--- config.mk ---
export PLATFORM = sky130hd
export DESIGN_NAME = la_probe_capture
export DESIGN_NICKNAME = d
export VERILOG_FILES = /design/src/rtl/la_probe_capture.sv
export SDC_FILE = /design/constraint.sdc
export NUM_CORES = 1
export LEC_CHECK = 0
export CORE_MARGIN = 2
export CORE_UTILIZATION = 40
export DETAILED_ROUTE_END_ITERATION = 7
export PLACE_DENSITY = 0.73
export RECOVER_POWER = 100
export SYNTH_ARGS = -nofsm -noshare
export SYNTH_HDL_FRONTEND = slang
export SYNTH_SLANG_ARGS = --single-unit
export TNS_END_PERCENT = 1
--- constraint.sdc ---
create_clock -name wb_clk_i -period 9.7 [get_ports wb_clk_i]
set_input_delay 1.94 -clock wb_clk_i [delete_from_list [all_inputs] [get_ports wb_clk_i]]
set_output_delay 1.94 -clock wb_clk_i [all_outputs]
set_load 0.05 [all_outputs]
--- src/rtl/la_probe_capture.sv ---
// rtl/la_probe_capture.sv - triggered full-width probe capture buffer with in-order host drain
module la_probe_capture #(
    parameter int NCH   = 8,
    parameter int CH_W  = 32,
    parameter int DEPTH = 16,
    localparam int SELW = $clog2(NCH),
    localparam int CNTW = $clog2(DEPTH + 1)
) (
    input  logic                wb_clk_i,
    input  logic                wb_rst_i,
    input  logic [NCH*CH_W-1:0] probe_i,
    input  logic [SELW-1:0]     sel_i,
    input  logic [CH_W-1:0]     trig_mask_i,
    input  logic [CH_W-1:0]     trig_val_i,
    input  logic [CNTW-1:0]     post_i,
    input  logic                arm_i,
    input  logic                abort_i,
    input  logic                rd_i,
    output logic [CH_W-1:0]     rd_data_o,
    output logic                rd_valid_o,
    output logic [CNTW-1:0]     count_o,
    output logic [1:0]          state_o,
    output logic                irq_o
);
    localparam int AW = $clog2(DEPTH);
    localparam logic [SELW:0]   NCH_C   = (SELW + 1)'(NCH);
    localparam logic [CNTW-1:0] DEPTH_C = CNTW'(DEPTH);
    localparam logic [CNTW-1:0] ONE_C   = CNTW'(1);

    typedef enum logic [1:0] {IDLE = 2'd0, ARMED = 2'd1, CAPTURE = 2'd2, DONE = 2'd3} state_t;

    state_t          state;
    logic [SELW-1:0] sel_q;
    logic [CH_W-1:0] mask_q;
    logic [CH_W-1:0] val_q;
    logic [CNTW-1:0] post_q;
    logic [CNTW-1:0] count;
    logic [AW-1:0]   wr_ptr;
    logic [AW-1:0]   rd_ptr;
    logic            irq;
    logic [CH_W-1:0] mem [DEPTH];

    logic [CH_W-1:0] sample;
    logic [CNTW-1:0] count_inc;
    logic            hit;
    logic            wr_en;
    logic            arm_ok;

    assign sample    = probe_i[sel_q*CH_W +: CH_W];
    assign hit       = ((sample & mask_q) == (val_q & mask_q));
    assign count_inc = count + 1'b1;
    // arm is only honoured when no capture is in flight
    assign arm_ok    = arm_i && (state == IDLE || state == DONE);
    assign wr_en     = !wb_rst_i && !abort_i &&
                       ((state == ARMED && hit) || state == CAPTURE);

    always_ff @(posedge wb_clk_i) begin
        if (wr_en) begin
            mem[wr_ptr] <= sample;
        end
    end

    always_ff @(posedge wb_clk_i) begin
        if (wb_rst_i) begin
            state  <= IDLE;
            sel_q  <= '0;
            mask_q <= '0;
            val_q  <= '0;
            post_q <= '0;
            count  <= '0;
            wr_ptr <= '0;
            rd_ptr <= '0;
            irq    <= 1'b0;
        end else begin
            irq <= 1'b0;
            if (abort_i) begin
                state  <= IDLE;
                count  <= '0;
                wr_ptr <= '0;
                rd_ptr <= '0;
            end else if (arm_ok) begin
                sel_q  <= ({1'b0, sel_i} >= NCH_C) ? '0 : sel_i;
                mask_q <= trig_mask_i;
                val_q  <= trig_val_i;
                post_q <= (post_i == '0)     ? ONE_C   :
                          (post_i > DEPTH_C) ? DEPTH_C : post_i;
                count  <= '0;
                wr_ptr <= '0;
                rd_ptr <= '0;
                state  <= ARMED;
            end else begin
                case (state)
                    ARMED: begin
                        if (hit) begin
                            wr_ptr <= wr_ptr + 1'b1;
                            count  <= ONE_C;
                            if (post_q == ONE_C) begin
                                state <= DONE;
                                irq   <= 1'b1;
                            end else begin
                                state <= CAPTURE;
                            end
                        end
                    end
                    CAPTURE: begin
                        wr_ptr <= wr_ptr + 1'b1;
                        count  <= count_inc;
                        if (count_inc == post_q) begin
                            state <= DONE;
                            irq   <= 1'b1;
                        end
                    end
                    DONE: begin
                        if (rd_i && count != '0) begin
                            rd_ptr <= rd_ptr + 1'b1;
                            count  <= count - 1'b1;
                        end
                    end
                    default: ;
                endcase
            end
        end
    end

    assign state_o    = state;
    assign count_o    = count;
    assign irq_o      = irq;
    assign rd_valid_o = (state == DONE) && (count != '0);
    assign rd_data_o  = rd_valid_o ? mem[rd_ptr] : '0;
endmodule

==> metrics.txt <==
status finished, violations left; failing checks max-capacitance violations, max-slew violations; worst slack at placement 3.142 ns; #FFs+latches synth 604; vias per cell 5.459; CP Launch Type register; post-route insts no fill 2,774; worst path required time 7.76 ns; drt drc 0; worst hold start mask_q[2]; CTS buffer count 55; WP data arrival 5.36 ns; Initial Util 40.25%; DR pass1 iterations 5; Resized cells post-CTS 0; post-synthesis cell count 1,483; Hold Path End mask_q[2]; clk slew on worst S/H paths 0.06 ns; R2R depth 11; multi-input logic area 7993 sq um; cell row count 93; WL per Instance 24.45 microns; most common cell after layout, fill and taps aside edfxtp_1; clock latency on the worst-skew pair 0.60 ns; 1st-iter DRT viols 1,226; syn_nets 1,828; share of cells above drive strength 1 16.89%; Tmin final 7.305 ns; CTS tree built; RSZ-0062 raised after global routing false; Hold Crit Depth 2; commonest cells after routing, fill and taps aside edfxtp_1 (512), clkdlybuf4s50_1 (303), mux4_2 (195); nets@finish 2,220; crit path max fanout 107; Routed WL 67,820 microns; synth warn 0; vias in the first global route 15,980; final worst path period share 75.31%; post-CTS setup buffers 0; Core ar. 64,120 sq um; Worst Setup End Kind output pin; crit-path leading delay family buffers and inverters; Power per Cell Area 169.3 nW/um^2; placed cell count 2,672; Hold Crit Class register to register; Max IR drop VDD 0.1528 mV; Die Wd 258 microns; Max Fclk 0.1369 GHz; Worst Tran Pin Value 3.431 ns; Pwr Total 5.435 mW; Post-synth ARST share 0%; # port buffers 373; Worst path max stage delay 1.79 ns; Synth-to-Final Area Change 24.36%; CTS root buf clkbuf_16; reg2reg start sel_q[1]; WP buf/inv 2; Slew HR -128.8%; die area 66,560 sq um; routed vias 15,140; gpl congestion 0.8679; Seq. cell area 17,230 sq um; post-synthesis sequential area ratio 66.72%; Max-Cap Viols 3; crit path cell chain clkbuf_4 -> mux4_2 -> mux4_2 -> nor2b_1 -> dlygate4sd3_1; Unique masters post-synth 53; FILL cells 5,156; HPWL after DPL 45,560 microns; initial antenna violation count 6; total clock sinks 604; residual overflow from global routing 0; Ports 374; Setup-failing EPs final 0; syn_area_per_cell 17.40 sq um; leak pwr 10.05 nW; CTS Buffer Depth 3; Antenna Nets Post-Route 0; Worst Slack Setup Final 2.395 ns; largest net degree at the start of global routing 108; hold_buf cts 0; skew final 0.02763 ns; first-pass GRT wire length 101,200 microns; TNS Setup 0 ns; All-Layer GR Usage 20.32%; number of synthesized flops with an enable pin 512; worst reg2reg setup slack 3.13 ns; height of the chip 258 microns; number of hold violations in the final report 0; Core Util, Final 50.06%; reg2reg end mem[10][21]; Crit. path cell count 5; most numerous cell on the critical path mux4_2; Crit-path slowest cell clkbuf_4; mapped cell area 25,810 sq um; CTS H-Tree Depth 2; ys flop type edfxtp_1; Slew Limit Fails 202; crit path kind register to output pin
cells by family after synthesis:
| kind of cell | Yosys count | share of synthesized area [%] |
|---|---|---|
| flops | 604 | 66.72 |
| simple gates | 314 | 5.571 |
| mux | 272 | 20.00 |
| compound gates | 145 | 4.083 |
| buf+inv | 104 | 1.959 |
| xor+xnor | 32 | 1.086 |
| fa+ha+maj | 12 | 0.5818 |
flip-flops by register name, summed over array words and instances (netlist names), named ones only:
register and flops:
val_q 32, irq_o 1, state_o 2, post_q 5, rd_ptr 4, sel_q 3, count_o 5, mem 512
mask_q 32, wr_ptr 4
worst min-delay path, cell delays in order (launching register included):
cell and delay, ns:
dfxtp_1 0.31, nand2_1 0.05, a21oi_1 0.05
cell usage after synthesis (all sizes together) (4+ instances only):
library cell	n	area, sq um
mux4	195	4392
a21oi	79	395.4
inv	16	60.06
a22oi	6	45.04
nand3	7	35.03
nor3	7	35.03
nor4	4	25.02
nand2	174	653.1
ha	12	150.1
clkbuf	52	195.2
o21ai	9	48.80
xnor2	10	87.58
a2111oi	5	68.82
nand2b	14	87.58
a211oi	4	30.03
edfxtp	512	15370
dfxtp	92	1842
buf	36	250.2
nor2b	35	219.0
nor2	40	152.6
xor2	22	192.7
or3	5	31.28
mux2i	77	770.7
a221oi	25	281.5
and2	17	108.9
worst max path at each step:
stage / startpoint / to / slack (ns)
after floorplan: probe_i[166] / mem[3][0] / 1.93
after global placement: probe_i[162] / mem[10][12] / 3.29
after detailed placement: probe_i[162] / mem[11][12] / 3.14
after CTS: register / rd_data_o[18] / 3.23
after global routing: register / rd_data_o[18] / 1.86
final: register / rd_data_o[18] / 2.40
layout make-up:
type	instances	area share (%)
sequential	604	53.70
multi-input combinational	775	24.90
timing repair buffer	423	12.52
clock buffer	63	4.480
tap	855	3.333
clock inverter	37	0.8733
inverter	16	0.1871
antenna	1	0.007797
per-layer routing:
layer  GRT usage, %  wire (microns)
met5              0              22
met4          6.326            2077
met3          3.219            4520
met2          36.04           35250
met1          25.60           25960
per-stage QoR:
stage / area [sq um] / hold slack [ns]
floorplan: 25810 / 0.4357
global placement: 30650 / 0.4470
detailed placement: 30650 / 0.4512
CTS: 32360 / 0.4577
global route: 32090 / 0.4782
finish: 32090 / 0.4564
where the power goes:
part / internal [mW] / leakage [nW] / switching, mW
sequential: 2.89 / 5.35 / 0.0201
clock: 1.14 / 0.835 / 0.928
combinational: 0.207 / 3.87 / 0.245
Power figures use the tool's default switching activity.
